`src/rtl/shift_reg_pkg.sv`:
```
// Shared definitions for the universal shift register: mode encoding and count-width helper.
package shift_reg_pkg;

  typedef logic [1:0] shift_mode_t;

  localparam shift_mode_t MODE_HOLD = 2'b00;
  localparam shift_mode_t MODE_SHR  = 2'b01;
  localparam shift_mode_t MODE_SHL  = 2'b10;
  localparam shift_mode_t MODE_LOAD = 2'b11;

  // Width of a counter that holds 0..width-1; never narrower than one bit.
  function automatic int cnt_width(input int width);
    return (width <= 2) ? 1 : $clog2(width);
  endfunction

endpackage

```
`src/rtl/shift_word_counter.sv`:
```
// Counts shifts within a word and emits a registered word_done pulse on every WIDTH-th shift.
module shift_word_counter
  import shift_reg_pkg::*;
#(
  parameter int WIDTH = 8
) (
  input  logic                         clk,
  input  logic                         reset,
  input  logic                         shift_pulse,
  input  logic                         clear,
  output logic [cnt_width(WIDTH)-1:0]  bit_cnt,
  output logic                         word_done
);

  localparam int CW = cnt_width(WIDTH);
  localparam logic [CW-1:0] LAST_CNT = CW'(WIDTH - 1);

  logic [CW-1:0] bit_cnt_q, bit_cnt_d;
  logic          word_done_q, word_done_d;

  always_comb begin
    bit_cnt_d   = bit_cnt_q;
    word_done_d = 1'b0;
    if (clear) begin
      bit_cnt_d = '0;
    end else if (shift_pulse) begin
      // The wrapping shift is also bit 1 of nothing: it closes the word.
      if (bit_cnt_q == LAST_CNT) begin
        bit_cnt_d   = '0;
        word_done_d = 1'b1;
      end else begin
        bit_cnt_d = bit_cnt_q + CW'(1);
      end
    end
  end

  always_ff @(posedge clk) begin
    if (reset) begin
      bit_cnt_q   <= '0;
      word_done_q <= 1'b0;
    end else begin
      bit_cnt_q   <= bit_cnt_d;
      word_done_q <= word_done_d;
    end
  end

  assign bit_cnt   = bit_cnt_q;
  assign word_done = word_done_q;

endmodule

```
`src/rtl/univ_shift_register.sv`:
```
// WIDTH-bit universal shift register (hold / shift right / shift left / load) with word counter.
// Optional even-parity output enabled by defining UNIV_SHIFT_REGISTER_PARITY_EN.
module univ_shift_register
  import shift_reg_pkg::*;
#(
  parameter int               WIDTH     = 8,
  parameter logic [WIDTH-1:0] RESET_VAL = {WIDTH{1'b0}}
) (
  input  logic                         clk,
  input  logic                         reset,
  input  logic                         en,
  input  logic [1:0]                   mode,
  input  logic                         serial_in_r,
  input  logic                         serial_in_l,
  input  logic [WIDTH-1:0]             parallel_in,
  output logic [WIDTH-1:0]             parallel_out,
  output logic                         serial_out_r,
  output logic                         serial_out_l,
  output logic [cnt_width(WIDTH)-1:0]  bit_cnt,
  output logic                         word_done,
  output logic                         parity
);

  logic [WIDTH-1:0] q_q, q_d;
  logic             shift_pulse;
  logic             clear;
  shift_mode_t      mode_s;

  assign mode_s = shift_mode_t'(mode);

  always_comb begin
    q_d         = q_q;
    shift_pulse = 1'b0;
    clear       = 1'b0;
    if (en) begin
      case (mode_s)
        MODE_SHR: begin
          q_d         = {serial_in_r, q_q[WIDTH-1:1]};
          shift_pulse = 1'b1;
        end
        MODE_SHL: begin
          q_d         = {q_q[WIDTH-2:0], serial_in_l};
          shift_pulse = 1'b1;
        end
        MODE_LOAD: begin
          q_d   = parallel_in;
          clear = 1'b1;
        end
        default: q_d = q_q;
      endcase
    end
  end

  always_ff @(posedge clk) begin
    if (reset) q_q <= RESET_VAL;
    else       q_q <= q_d;
  end

  shift_word_counter #(.WIDTH(WIDTH)) u_counter (
    .clk         (clk),
    .reset       (reset),
    .shift_pulse (shift_pulse),
    .clear       (clear),
    .bit_cnt     (bit_cnt),
    .word_done   (word_done)
  );

  assign parallel_out = q_q;
  assign serial_out_r = q_q[0];
  assign serial_out_l = q_q[WIDTH-1];

`ifdef UNIV_SHIFT_REGISTER_PARITY_EN
  assign parity = ^q_q;
`else
  assign parity = 1'b0;
`endif

endmodule

```
`config.mk`:
```
export PLATFORM = sky130hd
export DESIGN_NAME = univ_shift_register
export DESIGN_NICKNAME = d
export VERILOG_FILES = /design/src/rtl/shift_reg_pkg.sv /design/src/rtl/shift_word_counter.sv /design/src/rtl/univ_shift_register.sv
export SDC_FILE = /design/constraint.sdc
export NUM_CORES = 1
export LEC_CHECK = 0
export BUFFER_PORTS_ARGS = -buffer_cell sky130_fd_sc_hd__clkbuf_2
export CAP_MARGIN = 10
export CORE_MARGIN = 1
export CORE_UTILIZATION = 48
export CTS_CLUSTER_DIAMETER = 30
export DETAILED_ROUTE_END_ITERATION = 10
export GPL_TIMING_DRIVEN = 0
export PLACE_DENSITY = 0.81
export SLEW_MARGIN = 15
export SYNTH_ARGS = -nofsm -noshare
export SYNTH_HDL_FRONTEND = slang
export SYNTH_SLANG_ARGS = --single-unit
export TNS_END_PERCENT = 1
```
`constraint.sdc`:
```
create_clock -name clk -period 2.08 [get_ports clk]
set_clock_uncertainty 0.05 [all_clocks]
set_input_delay 0.104 -clock clk [delete_from_list [all_inputs] [get_ports clk]]
set_output_delay 0.104 -clock clk [all_outputs]
set_load 0.03 [all_outputs]
```
==> results of run 1 <==
stage by stage:
stage	hold slack [ps]	total power (uW)	utilization, %	setup WS (ps)	cell area [sq um]
after floorplan	126	371	-	776	684
after global placement	248	411	64.0	816	843
after detailed placement	254	415	64.0	770	843
after CTS	22.0	557	66.5	853	876
after global routing	24.2	588	66.5	825	876
final	29.1	551	66.5	855	876
final cells by class:
cell class	count	area [sq um]
clock buffer	3	22.5
multi-input combinational	50	360
tap	15	18.8
sequential	12	240
buffer	8	76.3
fill	109	442
timing repair buffer	29	150
inverter	2	7.51
what timing repair did:
item | in CTS | in global routing
gates resized for setup | 0 | 0
hold buffers | 1 | 0
endpoints found under the hold margin | 1 | 0
per-layer routing:
metal	global-route usage, %	up-vias	share of wire (%)
li1	-	323	-
met1	24.1	316	44
met2	36.9	19	50
met3	10.2	2	4.7
met4	5.17	0	0.62
met5	0	-	0
state kept, by name, summed over array words and instances, names as in the netlist:
register / count
parallel_out: 8
u_counter.bit_cnt: 3
u_counter.word_done: 1
final timing paths:
path,end,slack (ps),cells after the start
setup / recovery,u_counter.bit_cnt[2],850,4
hold / removal,parallel_out[7],30,3
setup reg to reg,u_counter.bit_cnt[2],850,4
hold reg to reg,parallel_out[0],480,2
layout by cell type (no fill, tap or decap):
master         instances
clkbuf_2              28
dfxtp_1               12
a22oi_1               11
nor2_1                10
nand2_1                8
a311oi_1               6
ha_1                   5
buf_4                  4
clkbuf_4               3
inv_1                  2
buf_6                  2
nor2_2                 2
a311oi_2               2
nor2b_4                1
buf_12                 1
nor2_4                 1
clkbuf_1               1
o21ai_1                1
and3b_2                1
and3b_1                1
conb_1                 1
dlygate4sd3_1          1
critical path, stage by stage (launching register included):
cell and delay (ps):
dfxtp_1 350, ha_1 220, ha_1 270, a22oi_1 170, nor2_1 60
kinds of logic (layout without fill, tap and decap cells):
group / after synthesis / in the layout
flip-flops: 12 / 12
buffers and inverters: 10 / 42
AO/OA/AOI/OAI: 20 / 20
AND/OR/NAND/NOR: 24 / 24
adder cells (fa/ha/maj): 5 / 5
other: 1 / 1
power groups by stage:
stage | sequential [uW] | clock, uW | combinational, uW
2_1_floorplan | 289 | 0 | 82.0
5_1_grt | 261 | 160 | 166
3_5_place_dp | 264 | 0 | 151
4_1_cts | 259 | 145 | 153
6_report | 259 | 140 | 152
3_3_place_gp | 263 | 0 | 148
==> impl_metrics.env, run 1 <==
export IMPL_p_leak_uw=0.000422
export IMPL_combPwrFrac_pct=27.6
export IMPL_grt_pass1_wl_um=2210
export IMPL_cts_sinks=12
export IMPL_drv_cap=0
export IMPL_vdd_drop_max_uv=451
export IMPL_drc=0
export IMPL_dieWidth_um=39.8
export IMPL_synth_compound_area_share_pct=24.9
export IMPL_startpoint_type="register"
export IMPL_clkTransAtPathRegs_ps=80
export IMPL_ys_ff_latch=12
export IMPL_rsz0062_at_grt="false"
export IMPL_totalWireLength_um=1450
export IMPL_status="completed"
export IMPL_wire_per_inst_um=12.2
export IMPL_grt_max_degree=11
export IMPL_ys_seq_area_share_pct=35.1
export IMPL_area_growth_pct=28.0
export IMPL_row_count=13
export IMPL_drtIter0Drc=20
export IMPL_numPortBuffers=28
export IMPL_clock_power_share_pct=25.4
export IMPL_diodes=0
export IMPL_hold_viol=0
export IMPL_gp_congestion=0.776
export IMPL_cts_tree="yes"
export IMPL_drive_gt1_share_pct=43.3
export IMPL_syn_instance_count=72
export IMPL_synth_fa_ha_area_share_pct=9.14
export IMPL_end_kind="register"
export IMPL_p_seq_share_pct=47.0
export IMPL_htreeDepth=1
export IMPL_setup_violations=0
export IMPL_synth_top_family_by_area="compound AO/OA/AOI/OAI gates"
export IMPL_cts_setup_buffers=0
export IMPL_yosysMostFrequentCell="dfxtp_1"
export IMPL_fmax_ghz=0.816
export IMPL_dp_hpwl_um=1100
export IMPL_ioPinCount=30
export IMPL_via_per_inst=5.55
export IMPL_internal_power_uw=374
export IMPL_synthFlopType="dfxtp_1"
export IMPL_p_sw_uw=177
export IMPL_grt_overflow_total=0
export IMPL_grt_pass1_vias=553
export IMPL_synth_nets=92
export IMPL_period_minus_slack_ps=1230
export IMPL_die_y_um=39.8
export IMPL_syn_avg_cell_area_sq_um=9.51
export IMPL_synth_edf_count=0
export IMPL_vias=660
export IMPL_sw_frac_of_total_pct=32.2
export IMPL_synth_xor_area_share_pct=0
export IMPL_syn_area_sq_um=684
export IMPL_dp_cells=115
export IMPL_synth_mux_area_share_pct=0
export IMPL_cts_buffer_depth=2
export IMPL_crit_path_max_fanout=4
export IMPL_hp_class="in2reg"
export IMPL_die_area_sq_um=1580
export IMPL_path_class="reg2reg"
export IMPL_finalCritPeriodShare_pct=58.9
export IMPL_antenna_found_initial=0
export IMPL_p_per_area_nw_per_um2=629
export IMPL_hp_start="serial_in_r"
export IMPL_core_sq_um=1320
export IMPL_slew_viol_final=0
export IMPL_yosysTopAreaCell="dfxtp_1"
export IMPL_yosysTopAreaCellShare_pct=35.1
export IMPL_drtPass1Iterations=4
export IMPL_synthTopCellsByCount="dfxtp_1 (12), a22oi_1 (11), nor2_1 (10)"
export IMPL_cts_root_buf="clkbuf_4"
export IMPL_synthTopCellsByArea="dfxtp_1 (35%), a22oi_1 (12%), ha_1 (9.1%)"
export IMPL_critPathRequiredTime_ps=2180
export IMPL_tns_ps=0
export IMPL_async_reset_ff_share_pct=0
export IMPL_antenna_left=0
export IMPL_synth_cell_type_count=19
export IMPL_yosys_area_share_simple_pct=18.1
export IMPL_worstPathArrival_ps=1320
export IMPL_startpoint="u_counter.bit_cnt[0]"
export IMPL_rr_startpoint="u_counter.bit_cnt[0]"
export IMPL_gr_usage_all_layers_pct=21.7
export IMPL_final_cell_count_no_fill=119
export IMPL_yosys_warnings=0
export IMPL_start_util_pct=51.9
export IMPL_final_nets=126
export IMPL_insertion_delay_ps=270
export IMPL_numCtsBuffers=3
Power figures use the tool's default switching activity.
==> inputs of run 2 (changes only) <==
Settings changed: CORE_UTILIZATION 48 to 45, PLACE_DENSITY 0.81 to 0.77.
Clock period 2.08 ns to 1.2 ns, I/O delays scaled along.
==> run 2 against run 1 <==
Against the previous run: count of clock-buffer cells in the layout is 1 higher; largest cell class unchanged; power rose by 82%; utilization rose by 1.7 points; design area increased by 5.1%; clock power rose by 99%; maximum frequency increased by 9.5%; die area up 6.3%; global-route usage up 0.37 points; wire length increased by 12%; sequential cell count stayed put; via count grew 1.8%.
==> impl_metrics.env, run 2 (same netlist as run 1, synthesis figures left out) <==
export IMPL_p_sw_uw=336
export IMPL_design_area_sq_um=921
export IMPL_place_ws_ps=-77.1
export IMPL_clock_power_share_pct=27.7
export IMPL_period_minus_slack_ps=1120
export IMPL_cts_tree="yes"
export IMPL_final_nets=128
export IMPL_grt_pass1_vias=519
export IMPL_core_sq_um=1350
export IMPL_rr_startpoint="u_counter.bit_cnt[0]"
export IMPL_dieWidth_um=41
export IMPL_use_met3_pct=4.89
export IMPL_numPortBuffers=28
export IMPL_internal_power_uw=666
export IMPL_fin_total_pwr_uw=1000
export IMPL_dp_hpwl_um=1160
export IMPL_cts_buffer_depth=2
export IMPL_use_met1_pct=29.6
export IMPL_fmax_ghz=0.894
export IMPL_end_kind="register"
export IMPL_final_common_cell="clkbuf_2"
export IMPL_wire_per_inst_um=13.3
export IMPL_fin_util_pct=68.2
export IMPL_cpMaxStageDelayCell="dfxtp_4"
export IMPL_crit_chain="ha_1 > ha_4 > a22oi_2 > nor2_1"
export IMPL_critPathRequiredTime_ps=1330
export IMPL_die_y_um=41
export IMPL_start_util_pct=50.7
export IMPL_startpoint_type="register"
export IMPL_drc=0
export IMPL_antenna_found_initial=0
export IMPL_combPwrFrac_pct=27.7
export IMPL_totalWireLength_um=1630
export IMPL_grt_met2_usage_pct=33.2
export IMPL_top_usage_layer="met2"
export IMPL_startpoint="u_counter.bit_cnt[0]"
export IMPL_drive_gt1_share_pct=47.7
export IMPL_diodes=0
export IMPL_die_area_sq_um=1680
export IMPL_p_seq_share_pct=44.6
export IMPL_grt_max_degree=11
export IMPL_r2r_slack_ps=80
export IMPL_htreeDepth=1
export IMPL_path_class="reg2reg"
export IMPL_insertion_delay_ps=280
export IMPL_drtPass1Iterations=4
export IMPL_status="completed"
export IMPL_drv_cap=0
export IMPL_hp_class="in2reg"
export IMPL_drtIter0Drc=22
export IMPL_worstRegToRegCells=4
export IMPL_clkTransAtPathRegs_ps=90
export IMPL_area_growth_pct=34.6
export IMPL_worst_slack_ps=81.1
export IMPL_slew_viol_final=0
export IMPL_antenna_left=0
export IMPL_numCtsBuffers=3
export IMPL_p_per_area_nw_per_um2=1090
export IMPL_cts_root_buf="clkbuf_4"
export IMPL_final_cell_mix="clkbuf_2 (29), a22oi_1 (10), nor2_1 (10), dfxtp_1 (10), nand2_1 (8)"
export IMPL_crit_path_max_fanout=2
export IMPL_ioPinCount=30
export IMPL_gp_congestion=0.733
export IMPL_slowest_delay_ps=350
export IMPL_grt_pass1_wl_um=2420
export IMPL_place_area_sq_um=848
export IMPL_via_per_inst=5.51
export IMPL_worstReg2RegEnd="u_counter.bit_cnt[2]"
export IMPL_setup_violations=0
export IMPL_largest_reg_flops=8
export IMPL_cts_sinks=12
export IMPL_p_leak_uw=0.000434
export IMPL_finalCritPeriodShare_pct=93.2
export IMPL_grt_overflow_total=0
export IMPL_sw_frac_of_total_pct=33.5
export IMPL_vdd_drop_max_uv=545
export IMPL_crit_end="u_counter.bit_cnt[2]"
export IMPL_worstPathArrival_ps=1240
export IMPL_vias=672
export IMPL_hold_viol=0
export IMPL_gr_usage_all_layers_pct=22.1
export IMPL_row_count=13
export IMPL_rsz0062_at_grt="false"
run 2: area by class of cell:
type                    count  area, sq um
well taps                  15         18.8
clock buffers               4         26.3
multi-input cells          50          378
fillers                   116          429
inverters                   2         7.51
repair buffers             31          168
flip-flops and latches     12          245
plain buffers               8         77.6
run 2: timing repair:
action | 4_1_cts | 5_1_grt
setup buffers | 1 | 0
gates resized for setup | 0 | 4
cloned | 0 | 0
hold buffers | 2 | 0
pin swaps | 1 | 0
endpoints found under the hold margin | 2 | 0
endpoints found under the setup margin | 1 | 1
run 2: how the worst min path moves through the flow:
stage                   startpoint         endpoint  slack (ps)  cells past startpoint
global route        parallel_in[4]  parallel_out[4]         110                      3
finish              parallel_in[6]  parallel_out[6]         100                      3
global placement             reset  parallel_out[3]         200                      2
detailed placement           reset  parallel_out[3]         210                      2
floorplan                    reset  parallel_out[3]          80                      1
CTS                 parallel_in[7]  parallel_out[7]          90                      3
run 2: stage by stage:
stage                     TNS, ps  instances  hold WS (ps)
after floorplan                 0         72          82.1
final                           0        122          99.7
after global routing            0        122           108
after detailed placement     -443        115           207
after CTS                       0        122          90.8
after global placement      -12.7        115           203
run 2: per-layer routing:
| layer | vias up | wire length (um) |
|---|---|---|
| met1 | 313 | 735 |
| li1 | 330 | - |
| met2 | 27 | 817 |
| met4 | 0 | 6 |
| met5 | - | 0 |
| met3 | 2 | 65 |
run 2: worst max-delay path, delay by kind of cell (launching register included):
family	cells	cell delay, ps
compound gates	1	110
simple gates	1	60
flops	1	350
fa+ha+maj	2	440
run 2: power by group through the flow:
stage	Combinational (uW)	Sequential [uW]	Clock, uW
after floorplan	142	500	0
final	277	446	278
after global routing	301	451	294
after detailed placement	265	457	0
after global placement	258	455	0
after CTS	275	446	284
